--- config.mk ---
export PLATFORM = sky130hd
export DESIGN_NAME = ifu_prefetch
export DESIGN_NICKNAME = d
export VERILOG_FILES = /design/src/rtl/ifu_prefetch.sv
export SDC_FILE = /design/constraint.sdc
export NUM_CORES = 1
export LEC_CHECK = 0
export ABC_AREA = 1
export BUFFER_PORTS_ARGS = -buffer_cell sky130_fd_sc_hd__clkbuf_2
export CAP_MARGIN = 20
export CORE_ASPECT_RATIO = 1.5
export CORE_MARGIN = 2
export CORE_UTILIZATION = 25
export CTS_BUF_LIST = sky130_fd_sc_hd__clkbuf_8
export DETAILED_ROUTE_END_ITERATION = 8
export GPL_ROUTABILITY_DRIVEN = 0
export MAX_ROUTING_LAYER = met4
export SLEW_MARGIN = 20
export SYNTH_ARGS = -nofsm -noshare
export SYNTH_HDL_FRONTEND = slang
export SYNTH_SLANG_ARGS = --single-unit
--- constraint.sdc ---
create_clock -name clk -period 6 [get_ports clk]
set_clock_uncertainty 0.2 [all_clocks]
set_input_delay 0.6 -clock clk [delete_from_list [all_inputs] [get_ports clk]]
set_output_delay 0.6 -clock clk [all_outputs]
set_load 0.02 [all_outputs]
--- src/rtl/ifu_prefetch.sv ---
// ifu_prefetch: instruction fetch unit with a small in-order prefetch buffer.
// Owns the PC, issues one fetch at a time over a req/gnt/rvalid bus, queues
// {addr, inst} pairs and presents the oldest one to the if_id register.
// Execute can redirect the PC at any time; a redirect flushes the buffer and
// any response still in flight is discarded.

module ifu_prefetch #(
   parameter logic [31:0] RESET_PC = 32'h0000_0000,
   parameter int unsigned DEPTH    = 2
) (
   input  logic        clk,
   input  logic        rst_n,
   input  logic        jump_en_i,
   input  logic [31:0] jump_addr_i,
   input  logic        hold_i,
   output logic        bus_req_o,
   output logic [31:0] bus_addr_o,
   input  logic        bus_gnt_i,
   input  logic        bus_rvalid_i,
   input  logic [31:0] bus_rdata_i,
   output logic [31:0] inst_o,
   output logic [31:0] inst_addr_o,
   output logic        inst_valid_o
);

   localparam int unsigned PW = (DEPTH > 1) ? $clog2(DEPTH) : 1;
   localparam int unsigned CW = $clog2(DEPTH + 1);
   localparam logic [CW-1:0] DEPTH_C = CW'(DEPTH);
   localparam logic [PW-1:0] LAST    = PW'(DEPTH - 1);
   localparam logic [31:0]   NOP     = 32'h0000_0013;

   // IDLE: no request outstanding. WAIT: live request outstanding.
   // DROP: request outstanding but its data belongs to a flushed path.
   typedef enum logic [1:0] {
      IDLE = 2'd0,
      WAIT = 2'd1,
      DROP = 2'd2
   } st_t;

   st_t st, st_nxt;

   logic [31:0]   pc;
   logic [31:0]   req_addr;
   logic [CW-1:0] count;
   logic [PW-1:0] rd_ptr;
   logic [PW-1:0] wr_ptr;
   logic [31:0]   mem_addr [DEPTH];
   logic [31:0]   mem_inst [DEPTH];

   logic [31:0] jump_tgt;
   logic        not_empty;
   logic        handshake;
   logic        push;
   logic        pop;

   function automatic logic [PW-1:0] ptr_inc(input logic [PW-1:0] p);
      return (p == LAST) ? '0 : p + PW'(1);
   endfunction

   // Bus handshake: bus_req_o may rise and fall freely before it is granted
   // (a redirect retracts it); a request is accepted only in a cycle where
   // bus_req_o && bus_gnt_i. Exactly one response (bus_rvalid_i) follows each
   // accepted request, and no new request is made until it has arrived.
   // The request is also gated by rst_n so nothing is requested while reset
   // is asserted.
   assign jump_tgt     = {jump_addr_i[31:2], 2'b00};
   assign not_empty    = (count != '0);
   assign bus_req_o    = rst_n && (st == IDLE) && (count < DEPTH_C) && !jump_en_i;
   assign bus_addr_o   = pc;
   assign handshake    = bus_req_o && bus_gnt_i;
   assign push         = (st == WAIT) && bus_rvalid_i && !jump_en_i;
   assign inst_valid_o = not_empty && !jump_en_i;
   assign pop          = inst_valid_o && !hold_i;
   assign inst_o       = not_empty ? mem_inst[rd_ptr] : NOP;
   assign inst_addr_o  = not_empty ? mem_addr[rd_ptr] : '0;

   // FSM state register
   always_ff @(posedge clk or negedge rst_n) begin
      if (!rst_n) st <= IDLE;
      else        st <= st_nxt;
   end

   // FSM next state: track whether a response is owed and whether it is stale
   always_comb begin
      st_nxt = st;
      case (st)
         IDLE: begin
            if (handshake) st_nxt = WAIT;
         end
         WAIT: begin
            if (jump_en_i)         st_nxt = bus_rvalid_i ? IDLE : DROP;
            else if (bus_rvalid_i) st_nxt = IDLE;
         end
         DROP: begin
            if (bus_rvalid_i) st_nxt = IDLE;
         end
         default: st_nxt = IDLE;
      endcase
   end

   // PC and outstanding-request address; a redirect overrides any advance
   always_ff @(posedge clk or negedge rst_n) begin
      if (!rst_n) begin
         pc       <= RESET_PC;
         req_addr <= RESET_PC;
      end else if (jump_en_i) begin
         pc <= jump_tgt;
      end else if (handshake) begin
         req_addr <= pc;
         pc       <= pc + 32'd4;
      end
   end

   // Buffer occupancy and pointers; flush wins over push and pop
   always_ff @(posedge clk or negedge rst_n) begin
      if (!rst_n) begin
         count  <= '0;
         rd_ptr <= '0;
         wr_ptr <= '0;
      end else if (jump_en_i) begin
         count  <= '0;
         rd_ptr <= '0;
         wr_ptr <= '0;
      end else begin
         if (push) wr_ptr <= ptr_inc(wr_ptr);
         if (pop)  rd_ptr <= ptr_inc(rd_ptr);
         case ({push, pop})
            2'b10:   count <= count + CW'(1);
            2'b01:   count <= count - CW'(1);
            default: count <= count;
         endcase
      end
   end

   // Buffer storage; contents are only meaningful below count
   always_ff @(posedge clk) begin
      if (push) begin
         mem_addr[wr_ptr] <= req_addr;
         mem_inst[wr_ptr] <= bus_rdata_i;
      end
   end

endmodule

==> Word-level counts from Yosys, hierarchy flattened <==
Memory sizes are Yosys's and may differ from the RTL's.
Cells that the tools add are included.
{ "classes": {"n_addsub": 5, "order_cmp": 1, "n_eq_ne": 5, "muxes": 19, "n_bitwise": 1, "reduce_logical": 17} }
{ "ops": {"columns": ["op", "n"], "rows": [
  ["$mux 32", 4],
  ["$add 32x3->32 const B", 1],
  ["$mux 2", 5],
  ["$logic_and 1x1->1", 8],
  ["$mux 1", 8],
  ["$reduce_bool 2->1", 4],
  ["$pmux 2 s3", 1],
  ["$eq 2x1->1 const B", 2],
  ["$eq 2x2->1 const B", 2],
  ["$pmux 2 s2", 1],
  ["$reduce_bool 3->1", 1],
  ["$add 1x1->1 const B", 2],
  ["$add 2x1->2 const B", 1],
  ["$logic_not 1->1", 2],
  ["$logic_not 2->1", 1],
  ["$lt 2x2->1 const B", 1],
  ["$ne 2x2->1 const B", 1],
  ["$reduce_and 2->1", 1],
  ["$sub 2x1->2 const B", 1],
  ["$not 1->1", 1]
]} }
{ "word_totals": {"register_bits": 70, "ramBits": 128, "input_bits": 70, "output_inout_bits": 98, "wordCells": 56, "n_memories": 2} }
{ "mem_list": {"columns": ["name", "words", "width", "rd", "rd_ports_with_merged_regs", "wr", "line_no", "rtl"], "rows": [
  ["mem_addr", 2, 32, 1, 0, 1, "47", "logic [31:0] mem_addr [DEPTH];"],
  ["mem_inst", 2, 32, 1, 0, 1, "48", "logic [31:0] mem_inst [DEPTH];"]
]} }

==> Longest topological paths before layout <==
Gate-level depths: netlist (run 1).
{ "depth": {"depth_word": 7, "mapped_depth": 9, "mapped_depth_nobuf": 9} }

==> Worst setup path after synthesis (run 1) <==
No wires, ideal clock.
{ "synth_timing": {"path_kind": "input to register", "start": "input jump_en_i", "end": "memory mem_addr[1][10] (enable)", "setup_time_ns": 0.558, "arrival_ns": 5.233, "required_ns": 5.242, "setup_slack_ns": 0.009, "stages": 3, "path_buffers": 2, "cell_sequence": "buf_2 > clkbuf_1 > nor3_1"} }
{ "synth_via": {"elab_chain_len": 4} }
{ "synth_lines": {"columns": ["item", "line_no", "rtl"], "rows": [
  ["start: declaration", "13", "input logic jump_en_i,"],
  ["$logic_not 1->1", "71", "assign push = (st == WAIT) && bus_rvalid_i && !jump_en_i;"],
  ["$logic_and 1x1->1", "71", null],
  ["$mux 1", "137", "if (push) begin"],
  ["$mux 1 (not written as such)", "138", "mem_addr[wr_ptr] <= req_addr;"],
  ["end: declaration", "47", null]
]} }
Every way passes these cells.

==> Worst setup path after layout (run 1) <==
{ "layout_timing": {"start": "register count[0]", "end": "output inst_o[0]"} }
{ "layout_via": {"elab_chain_len": 2} }
{ "layout_lines": {"columns": ["item", "line_no", "rtl"], "rows": [
  ["start: declaration", "44", "logic [CW-1:0] count;"],
  ["start signal: assignment", "128", "2'b10: count <= count + CW'(1);"],
  ["start signal: assignment", "129", "2'b01: count <= count - CW'(1);"],
  ["start signal: assignment", "130", "default: count <= count;"],
  ["$reduce_bool 2->1", "67", "assign not_empty = (count != '0);"],
  ["$mux 32", "74", "assign inst_o = not_empty ? mem_inst[rd_ptr] : NOP;"],
  ["end: declaration", "21", "output logic [31:0] inst_o,"]
]} }
Every way passes these cells.

==> out/metrics.yaml, run 1 <==
final-setup-viol-count: 0
initial_core_util: 0.253
r2r-start: "count[1]"
fill_cells: 3374
vias: 6129
r2r_end: "bus_addr_o[7]"
crit_required_ns: 5.20
drive_above_1_share: 0.220
clockBufferDepth: 2
grt_usage: 0.129
dp_cells: 1385
startpoint_type: "flop"
synth_area_per_cell_um2: 9.82
yosysWarnings: 0
via_per_inst: 4.32
path_clk_slew_ns: 0.09
hold_viol_final: 0
reg2reg_depth: 6
cts_resized: 0
tightest_slew_ns: 0.848
hold_path_depth: 1
r2r_slack_ns: 3.19
antenna_left: 0
drtPass1Iterations: 4
seq_area_frac_synth: 0.653
die_area_mm2: 0.0344
relSlewSlack: 0.435
area_growth_pct: 19.8
syn_inst: 838
cts-buffers-inserted: 17
cap_viol_max_count: 0
htreeDepth: 4
drc: 0
power_leakage_uw: 0.00420
arrival_ns: 2.52
cts_tree: "done"
nets: 1061
antenna_found_initial: 1
path_max_fanout: 33
grt_pass1_vias: 6057
grt_start_max_net_pins: 65
drt_iter0_drc: 395
finalCritPeriodShare: 0.554
cp-startpoint: "count[0]"
syn_area_mm2: 0.00823
grt_overflow: 0
tns_ns: 0
outcome: "completed"
finalMaxSlewViolations: 0
hpwl_mm: 15.3
instances_no_fill: 1419
design.core.area_mm2: 0.0325
portBuffers: 161
hp-start: "bus_rdata_i[24]"
ios: 168
vdd_ir_drop_max_mv: 0.159
fmax_mhz: 301
wl_per_cell_um: 15.1
cts-root-buf: "clkbuf_8"
hold_end: "mem_inst[1][24]"
worstHoldPathType: "input pin to flop"
post-cts-setup-buffers: 0
critical_path_class: "flop to output port"
dieHeight_um: 226
p_per_area_mw_per_mm2: 372
row_count: 81
yosys.cell_types.count: 29
insertion_delay_ns: 0.47
min_period_ns: 3.32
routed_wirelength_mm: 21.4
synth_seq_cells: 190
clock_sinks: 190
rsz0062_at_grt: "no"
grt_pass1_wl_mm: 33.0
cp-end-kind: "output port"
die_w_um: 152
[state kept, by name, indices dropped and copies added, names as in the netlist]
name	count
mem_inst	64
mem_addr	60
bus_addr_o	30
req_addr	30
count	2
st	2
rd_ptr	1
wr_ptr	1
[kinds of logic after synthesis]
| family | after synthesis | synth area share |
|---|---|---|
| buffers and inverters | 100 | 0.0502 |
| AOI/OAI and AO/OA | 125 | 0.0783 |
| DFF | 190 | 0.653 |
| and+or+nand+nor | 418 | 0.214 |
| other | 1 | 0.000455 |
| adders and majority gates | 1 | 0.00152 |
| xor gates and xnor gates | 3 | 0.00319 |
[worst max path at each step]
stage / endpoint / cells past startpoint / slack (ns)
6_report: inst_o[0] / 5 / 2.68
5_1_grt: inst_o[0] / 5 / 2.39
4_1_cts: inst_o[0] / 5 / 2.53
3_5_place_dp: bus_addr_o[7] / 7 / 2.30
3_3_place_gp: bus_addr_o[7] / 7 / 2.29
2_1_floorplan: mem_addr[1][10] / 3 / 0.009
[timing repair]
action,in CTS,in global routing
hold endpoints to repair,12,0
hold buffers,1,0
endpoints found under the setup margin,0,0
[cell usage after synthesis]
master    count  area share
clkbuf_1     19      0.0087
buf_6         1      0.0014
ha_1          1      0.0015
inv_1        60       0.027
nand4_4       1      0.0026
nand2_4       2      0.0027
edfxtp_1    124        0.45
o41ai_1       1      0.0011
nor2_4        7      0.0096
nand2_2       2      0.0015
buf_1         4      0.0018
a21oi_1      62       0.038
and2_1        3      0.0023
nand3_1      54       0.033
nand2_1     300        0.14
buf_4         5      0.0046
conb_1        1     0.00046
o211ai_1      5      0.0046
dfrtp_1      66        0.20
o21ai_1       1     0.00061
nor2_1       38       0.017
xor2_1        2      0.0021
nor3_1        3      0.0018
a22oi_1       1     0.00091
inv_2         2     0.00091
xnor2_1       1      0.0011
buf_2         9      0.0055
o21ai_0      55       0.033
nor2_2        8      0.0061
[metrics by stage]
step	util	total power, uW	setup WS (ns)	instance area, um2	hold WS [ns]
finish	0.303	3670	2.68	9870	0.116
global placement	0.290	2830	2.29	9450	0.251
CTS	0.303	3730	2.53	9860	0.0566
detailed placement	0.290	2850	2.30	9450	0.254
global route	0.303	3900	2.39	9870	0.0633
floorplan	-	2420	0.00888	8240	0.104
[final cells by class]
type / count / area (um2) / area share
clock inverter: 15 / 173 / 0.0175
sequential: 190 / 5380 / 0.545
antenna: 1 / 2.50 / 0.000254
clock buffer: 17 / 234 / 0.0237
inverter: 62 / 235 / 0.0238
timing repair buffer: 168 / 861 / 0.0872
multi-input combinational: 551 / 2470 / 0.250
tap: 415 / 519 / 0.0526
[per-layer routing]
metal  track usage  up-vias  share of wire
met5             -        -              0
met4        0.0612        0          0.035
met3        0.0291       41          0.035
met2         0.224      145           0.52
met1         0.142     2882           0.41
li1              -     3061              -
[cell usage in the layout, fill, tap and decap left out, types with 2 or more instances in the layout]
cell	instances
a21oi_1	62
and2_1	3
buf_4	6
bufinv_16	3
clkbuf_2	160
clkbuf_8	17
clkinv_2	2
clkinv_4	4
conb_1	4
dfrtp_1	65
edfxtp_1	124
inv_1	62
inv_2	2
inv_6	3
nand2_1	300
nand2_2	2
nand2_4	2
nand3_1	54
nor2_1	38
nor2_2	7
nor2_4	8
nor3_1	2
o211ai_1	5
o21ai_0	55
xor2_1	2
[critical path, cell delays in order (launching register included)]
cell      delay [ns]
dfrtp_1         0.44
nor2_4          0.61
buf_4           0.49
inv_1           0.19
nand3_1         0.13
clkbuf_2        0.17
[report_power, final]
part,switching (uW),internal [uW],total [uW]
registers,136,1600,1740
clock network,457,412,869
logic,762,299,1060
Note: power is estimated with default switching activity, not from simulation.
==> run 2, diff against run 1 <==
clock period = 3.2 ns   (was 6 ns; I/O delays follow)
==> run 2 against run 1 <==
Compared with the run above:
- die area is the same
- final area grew 6.5%
- via count grew 6.0%
- worst hold slack lost 0.012 ns
- clock-buffer cell count is the same
- total power grew 85%
- clock power grew 66%
- sequential cell count is the same
- critical endpoint is now inst_o[17]
==> out/metrics.yaml, run 2 (synthesis results as in run 1) <==
routed_wirelength_mm: 22.5
startpoint_type: "flop"
crit_required_ns: 2.68
grt_pass1_vias: 6456
p_per_area_mw_per_mm2: 646
vias: 6499
post-cts-setup-buffers: 0
dp_cells: 1390
grt_start_max_net_pins: 67
r2r_end: "bus_addr_o[3]"
crit_end: "inst_o[17]"
cts_tree: "done"
path_max_fanout: 32
row_count: 81
clock_sinks: 190
htreeDepth: 4
cp-end-kind: "output port"
design.core.area_mm2: 0.0325
path_clk_slew_ns: 0.10
min_period_ns: 2.70
wl_per_cell_um: 15.1
largestRegisters: "mem_inst: 64 flops, mem_addr: 60 flops"
worstHoldPathType: "input pin to flop"
r2r_slack_ns: 1.01
tns_ns: 0
nets: 1130
fin_hold_ws_ns: 0.104
relSlewSlack: 0.429
grt_usage: 0.136
grt_pass1_wl_mm: 34.9
regArea_mm2: 0.00538
rsz0062_at_grt: "no"
cts_resized: 0
regMostFlops: "mem_inst"
area_growth_pct: 27.6
outcome: "completed"
drt_iter0_drc: 457
hpwl_mm: 15.7
antenna_found_initial: 1
largest_register_ffs: 64
portBuffers: 161
dieHeight_um: 226
cts-root-buf: "clkbuf_8"
fill_cells: 3319
die_area_mm2: 0.0344
final_cell_mix: "nand2_1, clkbuf_2, edfxtp_1"
vdd_ir_drop_max_mv: 0.263
instances_no_fill: 1488
max_stage_delay_ns: 0.46
reg2reg_depth: 6
r2r-start: "count[1]"
insertion_delay_ns: 0.48
power_leakage_uw: 0.00446
tightest_slew_ns: 0.857
initial_core_util: 0.253
arrival_ns: 2.18
finalCritPeriodShare: 0.843
critical_path_class: "flop to output port"
crit_slowest_cell: "inv_2"
fmax_mhz: 371
via_per_inst: 4.37
drtPass1Iterations: 4
clockBufferDepth: 2
drive_above_1_share: 0.210
final-setup-viol-count: 0
die_w_um: 152
cts-buffers-inserted: 17
cap_viol_max_count: 0
ios: 168
grt_overflow: 0
hold_viol_final: 0
multiInputGateArea_mm2: 0.00247
finalMaxSlewViolations: 0
drc: 0
path_cells: "inv_2, buf_4, nand2_1, a21oi_1, clkbuf_2"
cp-startpoint: "rd_ptr"
mostFrequentLayoutCell: "nand2_1"
antenna_left: 0
[run 2: worst min-delay path by stage]
stage,startpoint,to,slack (ns),depth (start not counted)
global placement,req_addr[30],mem_addr[0][30],0.25,0
detailed placement,req_addr[23],mem_addr[1][23],0.25,0
finish,jump_en_i,wr_ptr,0.10,4
global route,jump_en_i,rd_ptr,0.11,4
CTS,jump_en_i,rd_ptr,0.05,4
floorplan,rst_n,bus_addr_o[10],-0.18,0
[run 2: per-layer routing]
layer  vias to the layer above  track usage  routed length [um]
met5                         -            -                   0
met4                         0       0.0624                 757
met3                        34       0.0287                 742
met2                       162        0.232               11700
met1                      3095        0.152                9350
li1                       3208            -                   -
[run 2: what timing repair did]
action,in CTS,in global routing
hold endpoints to repair,125,0
hold buffers,65,0
setup endpoints to repair,0,0
[run 2: power breakdown]
group	leakage (uW)	internal (uW)	switching, uW
Sequential	0.00195	3000	254
Clock	0.000180	547	895
Combinational	0.00234	629	1460
Total	0.00446	4180	2610
[run 2: critical path: cells and delay by family, from the launching register on]
family,cells,cell delay (ns)
AO/OA/AOI/OAI,1,0.20
buffers and inverters,3,1.01
flip-flops,1,0.42
AND/OR/NAND/NOR,1,0.07
[run 2: final cells by class]
class | instances | share of cell area
Inverter | 62 | 0.0222
Timing Repair Buffer | 237 | 0.148
Multi-Input combinational cell | 551 | 0.235
Tap cell | 415 | 0.0494
Sequential cell | 190 | 0.512
Clock inverter | 15 | 0.0110
Clock buffer | 17 | 0.0223
Antenna cell | 1 | 0.000238
[run 2: stage by stage]
| step | utilization | power, uW | area, um2 | worst slack [ns] |
|---|---|---|---|---|
| floorplan | - | 4550 | 8260 | 0.312 |
| global placement | 0.292 | 5340 | 9500 | 0.856 |
| detailed placement | 0.292 | 5390 | 9500 | 0.835 |
| CTS | 0.323 | 6910 | 10500 | 0.404 |
| global route | 0.323 | 7210 | 10500 | 0.291 |
| finish | 0.323 | 6790 | 10500 | 0.504 |
